**config.mk**
```make
export PLATFORM = sky130hd
export DESIGN_NAME = dram_burst_reader_flat
export DESIGN_NICKNAME = d
export VERILOG_FILES = /design/src/rtl/dram_burst_reader_if.sv /design/src/rtl/dram_burst_reader.sv /design/src/flat_wrapper.sv
export SDC_FILE = /design/constraint.sdc
export NUM_CORES = 1
export LEC_CHECK = 0
export CORE_MARGIN = 2
export CORE_UTILIZATION = 51
export DETAILED_ROUTE_END_ITERATION = 10
export GPL_ROUTABILITY_DRIVEN = 0
export PLACE_DENSITY = 0.8
export SLEW_MARGIN = 20
export SYNTH_ARGS = -nofsm -noshare
export SYNTH_HDL_FRONTEND = slang
export SYNTH_SLANG_ARGS = --single-unit
```
**constraint.sdc**
```tcl
create_clock -name clk -period 2.4 [get_ports clk]
set_input_delay 0.6 -clock clk [delete_from_list [all_inputs] [get_ports clk]]
set_output_delay 0.6 -clock clk [all_outputs]
set_load 0.01 [all_outputs]
```
**src/rtl/dram_burst_reader_if.sv**
```systemverilog
// Handshake bundle for dram_burst_reader: command channel, DRAM read port and output stream.
// cmd_stride exists only when DRAM_RD_STRIDE_EN is defined.
interface dram_burst_reader_if #(
    parameter int DATA_WIDTH = 32,
    parameter int ADDR_WIDTH = 18,
    parameter int LEN_WIDTH  = 12
);
    logic                  cmd_valid;
    logic                  cmd_ready;
    logic [ADDR_WIDTH-1:0] cmd_base;
    logic [LEN_WIDTH-1:0]  cmd_len;
`ifdef DRAM_RD_STRIDE_EN
    logic [ADDR_WIDTH-1:0] cmd_stride;
`endif
    logic                  en_rd;
    logic [ADDR_WIDTH-1:0] addr_rd;
    logic                  dram_valid;
    logic [DATA_WIDTH-1:0] dram_data;
    logic                  out_valid;
    logic                  out_ready;
    logic [DATA_WIDTH-1:0] out_data;
    logic                  out_last;
    logic                  busy;
    logic                  done;

    // Reader side
    modport slave (
`ifdef DRAM_RD_STRIDE_EN
        input  cmd_stride,
`endif
        input  cmd_valid, cmd_base, cmd_len, dram_valid, dram_data, out_ready,
        output cmd_ready, en_rd, addr_rd, out_valid, out_data, out_last, busy, done
    );

    // Controller / DRAM model / sink side
    modport master (
`ifdef DRAM_RD_STRIDE_EN
        output cmd_stride,
`endif
        output cmd_valid, cmd_base, cmd_len, dram_valid, dram_data, out_ready,
        input  cmd_ready, en_rd, addr_rd, out_valid, out_data, out_last, busy, done
    );
endinterface

```
**src/rtl/dram_burst_reader.sv**
```systemverilog
// Burst read master: one DRAM read per word, credit-limited so returns always fit the FIFO.
// Optional strided addressing is enabled by defining DRAM_RD_STRIDE_EN.
module dram_burst_reader #(
    parameter int DATA_WIDTH = 32,
    parameter int ADDR_WIDTH = 18,
    parameter int LEN_WIDTH  = 12,
    parameter int FIFO_DEPTH = 4
) (
    input  logic                clk,
    input  logic                srstn,
    dram_burst_reader_if.slave  bus
);
    localparam int PTR_W = (FIFO_DEPTH > 1) ? $clog2(FIFO_DEPTH) : 1;
    localparam int CNT_W = PTR_W + 1;
    localparam logic [CNT_W:0]        DEPTH_V  = (CNT_W + 1)'(FIFO_DEPTH);
    localparam logic [LEN_WIDTH-1:0]  LEN_ONE  = {{(LEN_WIDTH-1){1'b0}}, 1'b1};
    localparam logic [PTR_W-1:0]      PTR_ONE  = {{(PTR_W-1){1'b0}}, 1'b1};

    typedef enum logic [1:0] {
        ST_IDLE  = 2'd0,
        ST_ISSUE = 2'd1,
        ST_DRAIN = 2'd2
    } state_t;

    state_t                state_r;
    logic [ADDR_WIDTH-1:0] addr_r;
    logic [LEN_WIDTH-1:0]  remaining_r;
    logic [LEN_WIDTH-1:0]  len_r;
    logic [LEN_WIDTH-1:0]  delivered_r;
    logic                  cmd_ready_r;
    logic                  en_rd_r;
    logic [ADDR_WIDTH-1:0] addr_rd_r;
    logic                  busy_r;
    logic                  done_r;

    logic [CNT_W-1:0]      count_r;
    logic [CNT_W-1:0]      outstanding_r;
    logic [PTR_W-1:0]      wr_ptr_r;
    logic [PTR_W-1:0]      rd_ptr_r;
    logic [DATA_WIDTH-1:0] mem_r [FIFO_DEPTH];

    logic [ADDR_WIDTH-1:0] step_s;
    logic [CNT_W:0]        credit_s;
    logic                  issue_s;
    logic                  accept_s;
    logic                  ret_s;
    logic                  out_valid_s;
    logic                  pop_s;
    logic                  last_s;
    logic                  finish_s;

`ifdef DRAM_RD_STRIDE_EN
    logic [ADDR_WIDTH-1:0] stride_r;

    // Latch the per-burst address stride at command acceptance
    always_ff @(posedge clk or negedge srstn) begin
        if (!srstn) begin
            stride_r <= '0;
        end else if (state_r == ST_IDLE && accept_s) begin
            stride_r <= bus.cmd_stride;
        end else begin
            stride_r <= stride_r;
        end
    end

    assign step_s = stride_r;
`else
    assign step_s = {{(ADDR_WIDTH-1){1'b0}}, 1'b1};
`endif

    // Words in the FIFO plus words in flight must never exceed the FIFO size
    assign credit_s    = {1'b0, count_r} + {1'b0, outstanding_r};
    assign issue_s     = (state_r == ST_ISSUE) && (remaining_r != '0) && (credit_s < DEPTH_V);
    assign accept_s    = bus.cmd_valid && cmd_ready_r;
    assign ret_s       = bus.dram_valid && (outstanding_r != '0);
    assign out_valid_s = (count_r != '0);
    assign pop_s       = out_valid_s && bus.out_ready;
    assign last_s      = out_valid_s && (delivered_r == (len_r - LEN_ONE));
    assign finish_s    = (state_r == ST_DRAIN) && pop_s && last_s;

    assign bus.cmd_ready = cmd_ready_r;
    assign bus.en_rd     = en_rd_r;
    assign bus.addr_rd   = addr_rd_r;
    assign bus.busy      = busy_r;
    assign bus.done      = done_r;
    assign bus.out_valid = out_valid_s;
    assign bus.out_data  = out_valid_s ? mem_r[rd_ptr_r] : '0;
    assign bus.out_last  = last_s;

    // Burst control FSM with registered command, request and status outputs
    always_ff @(posedge clk or negedge srstn) begin
        if (!srstn) begin
            state_r     <= ST_IDLE;
            addr_r      <= '0;
            remaining_r <= '0;
            len_r       <= '0;
            delivered_r <= '0;
            cmd_ready_r <= 1'b0;
            en_rd_r     <= 1'b0;
            addr_rd_r   <= '0;
            busy_r      <= 1'b0;
            done_r      <= 1'b0;
        end else begin
            done_r    <= 1'b0;
            en_rd_r   <= 1'b0;
            addr_rd_r <= '0;
            case (state_r)
                ST_IDLE: begin
                    if (accept_s && (bus.cmd_len != '0)) begin
                        addr_r      <= bus.cmd_base;
                        remaining_r <= bus.cmd_len;
                        len_r       <= bus.cmd_len;
                        delivered_r <= '0;
                        busy_r      <= 1'b1;
                        cmd_ready_r <= 1'b0;
                        state_r     <= ST_ISSUE;
                    end else if (accept_s) begin
                        done_r      <= 1'b1;
                        cmd_ready_r <= 1'b1;
                    end else begin
                        cmd_ready_r <= 1'b1;
                    end
                end
                ST_ISSUE: begin
                    if (issue_s) begin
                        en_rd_r     <= 1'b1;
                        addr_rd_r   <= addr_r;
                        addr_r      <= addr_r + step_s;
                        remaining_r <= remaining_r - LEN_ONE;
                        if (remaining_r == LEN_ONE) begin
                            state_r <= ST_DRAIN;
                        end else begin
                            state_r <= ST_ISSUE;
                        end
                    end else begin
                        state_r <= ST_ISSUE;
                    end
                end
                ST_DRAIN: begin
                    if (finish_s) begin
                        state_r     <= ST_IDLE;
                        busy_r      <= 1'b0;
                        done_r      <= 1'b1;
                        cmd_ready_r <= 1'b1;
                    end else begin
                        state_r <= ST_DRAIN;
                    end
                end
                default: begin
                    state_r     <= ST_IDLE;
                    busy_r      <= 1'b0;
                    cmd_ready_r <= 1'b0;
                end
            endcase
            // The FIFO is always empty in IDLE, so this never collides with the clear above
            if (pop_s) begin
                delivered_r <= delivered_r + LEN_ONE;
            end
        end
    end

    // Return FIFO and in-flight request accounting; stale returns are ignored
    always_ff @(posedge clk or negedge srstn) begin
        if (!srstn) begin
            wr_ptr_r      <= '0;
            rd_ptr_r      <= '0;
            count_r       <= '0;
            outstanding_r <= '0;
            for (int i = 0; i < FIFO_DEPTH; i++) begin
                mem_r[i] <= '0;
            end
        end else begin
            if (ret_s) begin
                mem_r[wr_ptr_r] <= bus.dram_data;
                wr_ptr_r        <= wr_ptr_r + PTR_ONE;
            end else begin
                wr_ptr_r <= wr_ptr_r;
            end
            if (pop_s) begin
                rd_ptr_r <= rd_ptr_r + PTR_ONE;
            end else begin
                rd_ptr_r <= rd_ptr_r;
            end
            count_r       <= count_r + CNT_W'(ret_s) - CNT_W'(pop_s);
            outstanding_r <= outstanding_r + CNT_W'(issue_s) - CNT_W'(ret_s);
        end
    end
endmodule
```
**src/flat_wrapper.sv**
```systemverilog
// flat-port wrapper written by rule: the top's interface ports become plain ports
module dram_burst_reader_flat 
#(
    parameter int DATA_WIDTH = 32,
    parameter int ADDR_WIDTH = 18,
    parameter int LEN_WIDTH  = 12,
    parameter int FIFO_DEPTH = 4
)
  (clk, srstn, bus_cmd_valid, bus_cmd_base, bus_cmd_len, bus_dram_valid, bus_dram_data, bus_out_ready, bus_cmd_ready, bus_en_rd, bus_addr_rd, bus_out_valid, bus_out_data, bus_out_last, bus_busy, bus_done);
  dram_burst_reader_if #(.DATA_WIDTH(DATA_WIDTH), .ADDR_WIDTH(ADDR_WIDTH), .LEN_WIDTH(LEN_WIDTH)) bus_i ();
  input  logic clk;
  input  logic srstn;
  input wire logic [$bits(bus_i.cmd_valid)-1:0] bus_cmd_valid;
  input wire logic [$bits(bus_i.cmd_base)-1:0] bus_cmd_base;
  input wire logic [$bits(bus_i.cmd_len)-1:0] bus_cmd_len;
  input wire logic [$bits(bus_i.dram_valid)-1:0] bus_dram_valid;
  input wire logic [$bits(bus_i.dram_data)-1:0] bus_dram_data;
  input wire logic [$bits(bus_i.out_ready)-1:0] bus_out_ready;
  output wire logic [$bits(bus_i.cmd_ready)-1:0] bus_cmd_ready;
  output wire logic [$bits(bus_i.en_rd)-1:0] bus_en_rd;
  output wire logic [$bits(bus_i.addr_rd)-1:0] bus_addr_rd;
  output wire logic [$bits(bus_i.out_valid)-1:0] bus_out_valid;
  output wire logic [$bits(bus_i.out_data)-1:0] bus_out_data;
  output wire logic [$bits(bus_i.out_last)-1:0] bus_out_last;
  output wire logic [$bits(bus_i.busy)-1:0] bus_busy;
  output wire logic [$bits(bus_i.done)-1:0] bus_done;
  assign bus_i.cmd_valid = bus_cmd_valid;
  assign bus_i.cmd_base = bus_cmd_base;
  assign bus_i.cmd_len = bus_cmd_len;
  assign bus_i.dram_valid = bus_dram_valid;
  assign bus_i.dram_data = bus_dram_data;
  assign bus_i.out_ready = bus_out_ready;
  assign bus_cmd_ready = bus_i.cmd_ready;
  assign bus_en_rd = bus_i.en_rd;
  assign bus_addr_rd = bus_i.addr_rd;
  assign bus_out_valid = bus_i.out_valid;
  assign bus_out_data = bus_i.out_data;
  assign bus_out_last = bus_i.out_last;
  assign bus_busy = bus_i.busy;
  assign bus_done = bus_i.done;
  dram_burst_reader #(.DATA_WIDTH(DATA_WIDTH), .ADDR_WIDTH(ADDR_WIDTH), .LEN_WIDTH(LEN_WIDTH), .FIFO_DEPTH(FIFO_DEPTH)) u_core (.clk(clk), .srstn(srstn), .bus(bus_i));
endmodule
```
## Word-level counts from Yosys, hierarchy flattened

Index checks and enable logic that the tools add are counted.

| operators by class | value |
|---|---|
| add/sub/neg operators | 11 |
| order comparisons | 4 |
| equal/unequal tests | 7 |
| mux-type cells | 35 |
| bitwise operators | 3 |
| reduce and logical (&&, ||, !) cells | 23 |

Operators with widths:

| cell | number |
|---|---|
| $bwmux 128 | 1 |
| $mux 32 | 4 |
| $mux 18 | 4 |
| $bmux 32 s2 | 1 |
| $demux 32 s2 | 1 |
| $mux 12 | 5 |
| $pmux 18 s2 | 1 |
| $pmux 12 s2 | 1 |
| $reduce_bool 12->1 | 2 |
| $sub 12x1->12 const B | 2 |
| $add 18x1->18 const B | 1 |
| $add 12x1->12 const B | 1 |
| $eq 12x1->1 const B | 1 |
| $eq 12x12->1 | 1 |
| $logic_and 1x1->1 | 10 |
| $mux 1 | 9 |
| $mux 2 | 4 |
| $add 3x1->3 | 2 |
| $ge 3x3->1 const B | 2 |
| $ne 2x1->1 const B | 3 |
| $not 2->3 | 2 |
| $pmux 1 s3 | 2 |
| $pmux 2 s3 | 1 |
| $reduce_and 2->1 | 3 |
| other kinds (13) | 19 |

| storage, ports and cells | value |
|---|---|
| register bits after elaboration | 216 |
| input port bits | 67 |
| word-level logic and storage cells | 101 |

## Logic depth before layout (Yosys ltp)

| logic depth | value |
|---|---|
| word-level depth | 6 |
| mapped depth | 12 |
| depth with buffers taken out | 10 |

## Worst setup path after synthesis

Ideal clock, no wire load.

| timing | value |
|---|---|
| path kind | reg2reg |
| from | register u_core.count_r[0] |
| to | register u_core.count_r[2] |
| arrival | 2389 ps |
| data required time | 2277 ps |
| path slack | -111 ps |
| cell stages (with the launch flop) | 13 |
| path buffers | 2 |
| period minus slack after synthesis | 2511 ps |
| cell sequence | dfrtp_1 -> or3_1 -> clkbuf_1 -> nand2_1 -> inv_1 -> clkbuf_1 -> ha_1 -> inv_1 -> ha_1 -> inv_1 -> fa_1 -> xnor2_1 -> xnor2_1 |

| on the way | value |
|---|---|
| longest elaborated chain between the ends | 3 |
| elaborated cells between the ends (all ways) | 4 |
| classes of those cells | add/sub (2); reduce/logical (2) |

Ends and longest elaborated chain:

| what | RTL line | text |
|---|---|---|
| start, declared | dram_burst_reader.sv:36 | `logic [CNT_W-1:0] count_r;` |
| start signal, assigned | dram_burst_reader.sv:184 | `count_r <= count_r + CNT_W'(ret_s) - CNT_W'(pop_s);` |
| $reduce_bool 3->1 | dram_burst_reader.sv:76 | `assign out_valid_s = (count_r != '0);` |
| $logic_and 1x1->1 | dram_burst_reader.sv:77 | `assign pop_s = out_valid_s && bus.out_ready;` |
| named net u_core.pop_s | dram_burst_reader.sv:48 | `logic pop_s;` |
| $sub 3x1->3 | dram_burst_reader.sv:184 |  |

The timed path passes the listed nets, and every way through them passes these cells.
A chain may end at the register's enable or synchronous reset.

## Worst setup path in the final report

| timing | value |
|---|---|
| from | register u_core.len_r[1] |
| to | output bus_out_last |

| on the way | value |
|---|---|
| longest elaborated chain between the ends | 3 |

Ends and longest elaborated chain:

| what | RTL line | text |
|---|---|---|
| start, declared | dram_burst_reader.sv:28 | `logic [LEN_WIDTH-1:0] len_r;` |
| start signal, assigned | dram_burst_reader.sv:112 | `len_r <= bus.cmd_len;` |
| $sub 12x1->12 | dram_burst_reader.sv:78 | `assign last_s = out_valid_s && (delivered_r == (len_r - LEN_ONE));` |
| $eq 12x12->1 | dram_burst_reader.sv:78 |  |
| $logic_and 1x1->1 | dram_burst_reader.sv:78 |  |
| end, declared | flat_wrapper.sv:24 | `output wire logic [$bits(bus_i.out_last)-1:0] bus_out_last;` |

Every way passes these cells.

==> results.yml <==
run_status:
  violations: "negative setup slack"
  status: "finished with violations"
floorplan:
  fp.dieArea_mm2: 0.02154
  core_area_mm2: 0.02010
  io_pins: 123
  die_h_um: 146.8
  rows: 52
  start_util_pct: 51.69
  die_w_um: 146.8
final_layout:
  post-route-util_pct: 70.01
  fin_nets: 1169
  fin_cells: 1369
  synthToLayoutAreaGrowth_pct: 35.43
  fin_area_mm2: 0.01407
  drive_above_1_share_pct: 39.13
  antenna_cells: 0
clocking:
  clock_latency_ns: 0.51
  clk_path_buf_depth: 3
  path_clk_slew_ns: 0.06
  cts_sinks: 216
  cts_tree: "built"
  cts_buffers: 24
  htree_num_levels: 1
  root_buffer: "clkbuf_16"
sta:
  fmax_ghz: 0.3543
  setup_viol: 35
  tightestPinTransition_ns: 0.4642
  fin_ws_ns: -0.4223
  rsz0062_at_grt: "true"
  hold_violations: 0
  period_share_pct: 117.6
  slew_violations: 0
  skew_ns: 0.01062
  min_period_ns: 2.822
  timing.slew.headroom_pct: 69.06
worst_setup_path:
  cp.arrival_ns: 2.22
  worstPathRequired_ns: 1.80
  worstPathMaxFanout: 2
  crit_type: "reg2out"
  end_kind: "primary output"
  start_kind: "flop"
placed_design:
  port_buffers: 122
  dp.cells: 1289
  detailed_place_hpwl_um: 15230
  placed_cell_area_mm2: 0.01261
drt:
  top_layer_used: "met4"
  wl_met1_um: 10680
  wl_met2_um: 12710
  wire_per_inst_um: 18.34
  num_vias: 7727
  wl_met3_um: 1163
  routed_via_density: 5.644
  drc: 0
  antenna_left: 0
  totalWireLength_um: 25110
  drt-pass1-iter-count: 5
  drtIter0Drc: 440
pwr:
  ir_drop_mv: 0.6227
  power.leakage_nw: 6.208
  power.density_mw_per_mm2: 1325
synthesis:
  synth_common_cells: "dfrtp_1 (216), mux2_2 (137), and2_1 (51), o21ai_0 (51), nand2_1 (50)"
  seq_area_frac_synth_pct: 52.01
  avgSynthCellArea_um2: 12.10
  synth_area_leader_cell: "dfrtp_1"
  yosysUniqueCellTypes: 62
  synth_cells: 859
  netlist_area_mm2: 0.01039
  synth_most_common_cell: "dfrtp_1"
  synth-async-reset-ratio_pct: 100.0
  synthFlopType: "dfrtp_1"
  synth-edff-count: 0
  synth_seq_cells: 216
  synth_area_leaders: "dfrtp_1 (52%), mux2_2 (15%), mux4_2 (6.9%)"
  synth_warnings: 0
  syn-num-nets: 943
  netlist.area_leader.share_pct: 52.01
global_routing:
  antenna_found_initial: 0
  grt_pass1_vias: 7910
  overflow: 0
  grt_max_degree: 88
  grt_pass1_wl_um: 40810
  grt_usage_pct: 23.45
min_path:
  hold_path.class: "in2async"
flow_run:
  drv_cap: 0
## final timing paths
check / cells past startpoint / to / slack [ns] / startpoint
max: 8 / bus_out_last / -0.42 / u_core.len_r[1]
max reg2reg: 10 / u_core.bus.cmd_ready / -0.09 / u_core.len_r[1]
min reg2reg: 1 / u_core.mem_r[35] / 0.50 / u_core.mem_r[35]
min: 2 / u_core.mem_r[78] / 0.49 / srstn
max in group asynchronous: 3 / u_core.mem_r[123] / 1.26 / srstn
min in group clk: 1 / u_core.mem_r[35] / 0.50 / u_core.mem_r[35]
## flip-flops by register name (all words and copies together) (netlist names), 3 cells and up
register	cells
u_core.len_r	12
u_core.bus.addr_rd	18
u_core.addr_r	18
u_core.delivered_r	12
u_core.mem_r	128
u_core.count_r	3
u_core.remaining_r	12
u_core.outstanding_r	3
## worst max-delay path: stages (launching register included)
cell and delay [ns]:
dfrtp_1 0.39, inv_2 0.09, ha_4 0.14, o21ai_1 0.08, or4_1 0.42, a31oi_1 0.18, o22ai_2 0.13, nor3_2 0.13
buf_2 0.15
## layer usage
layer  vias up  GRT usage (%)
met4         0          6.068
met1      3911          31.67
met3        35          3.075
li1       3565              -
met5         -              0
met2       216          40.47
## layout make-up
| type | count | area, um2 |
|---|---|---|
| clock inverter | 6 | 86.33 |
| multi-input combinational | 570 | 4913 |
| sequential | 216 | 5406 |
| clock buffer | 34 | 679.4 |
| inverter | 22 | 90.09 |
| timing repair buffer | 251 | 2561 |
| fill | 1364 | 6030 |
| tap | 270 | 337.8 |
## stage by stage
stage                     setup TNS (ns)  hold WS [ns]  setup WS, ns  total power, W
after floorplan                 -0.04715        0.3044      -0.04715         0.01038
after global placement           -0.9649        0.4324       -0.3988         0.01311
after detailed placement          -1.701        0.4320       -0.4387         0.01341
after CTS                         -7.706        0.4697       -0.4279         0.01794
after global routing              -8.711        0.4692       -0.5185         0.01974
final                             -6.418        0.4872       -0.4223         0.01865
## timing repair
action	CTS	global route
hold buffers	1	0
gates cloned	2	0
gates resized for setup	207	60
endpoints found under the setup margin	36	48
pin swaps	29	22
endpoints found under the hold margin	4	0
buffers inserted	33	10
## power by group
| group | switching, W | total [W] | internal, W |
|---|---|---|---|
| registers | 0.000966 | 0.00611 | 0.00514 |
| logic | 0.00341 | 0.00897 | 0.00556 |
| clock network | 0.00140 | 0.00358 | 0.00217 |
| total | 0.00578 | 0.0187 | 0.0129 |
## layout by cell type, fill, tap and decap left out, types with 9 or more instances in the layout
master / instances
mux2_2: 137
and2_4: 29
buf_6: 52
buf_12: 17
mux4_2: 32
a31oi_1: 9
nand3_1: 18
nor2_1: 37
ha_1: 12
dfrtp_1: 215
nand4_1: 10
inv_1: 17
nand2_1: 49
clkbuf_16: 25
xnor2_1: 14
buf_4: 83
o21ai_0: 50
and2_1: 22
a21oi_1: 43
clkdlybuf4s50_1: 87
nor3_1: 15
## logic make-up (layout without fill, tap and decap cells)
kind of cell,Yosys count,in the layout,share of synthesized area (%)
AO/OA/AOI/OAI,141,141,8.139
multiplexers,171,171,21.97
AND/OR/NAND/NOR,221,221,11.24
adder cells (fa/ha/maj),17,17,2.191
buffers and inverters,73,313,2.757
flip-flops,216,216,52.01
XOR/XNOR,20,20,1.686
(Power assumes the default switching activity.)
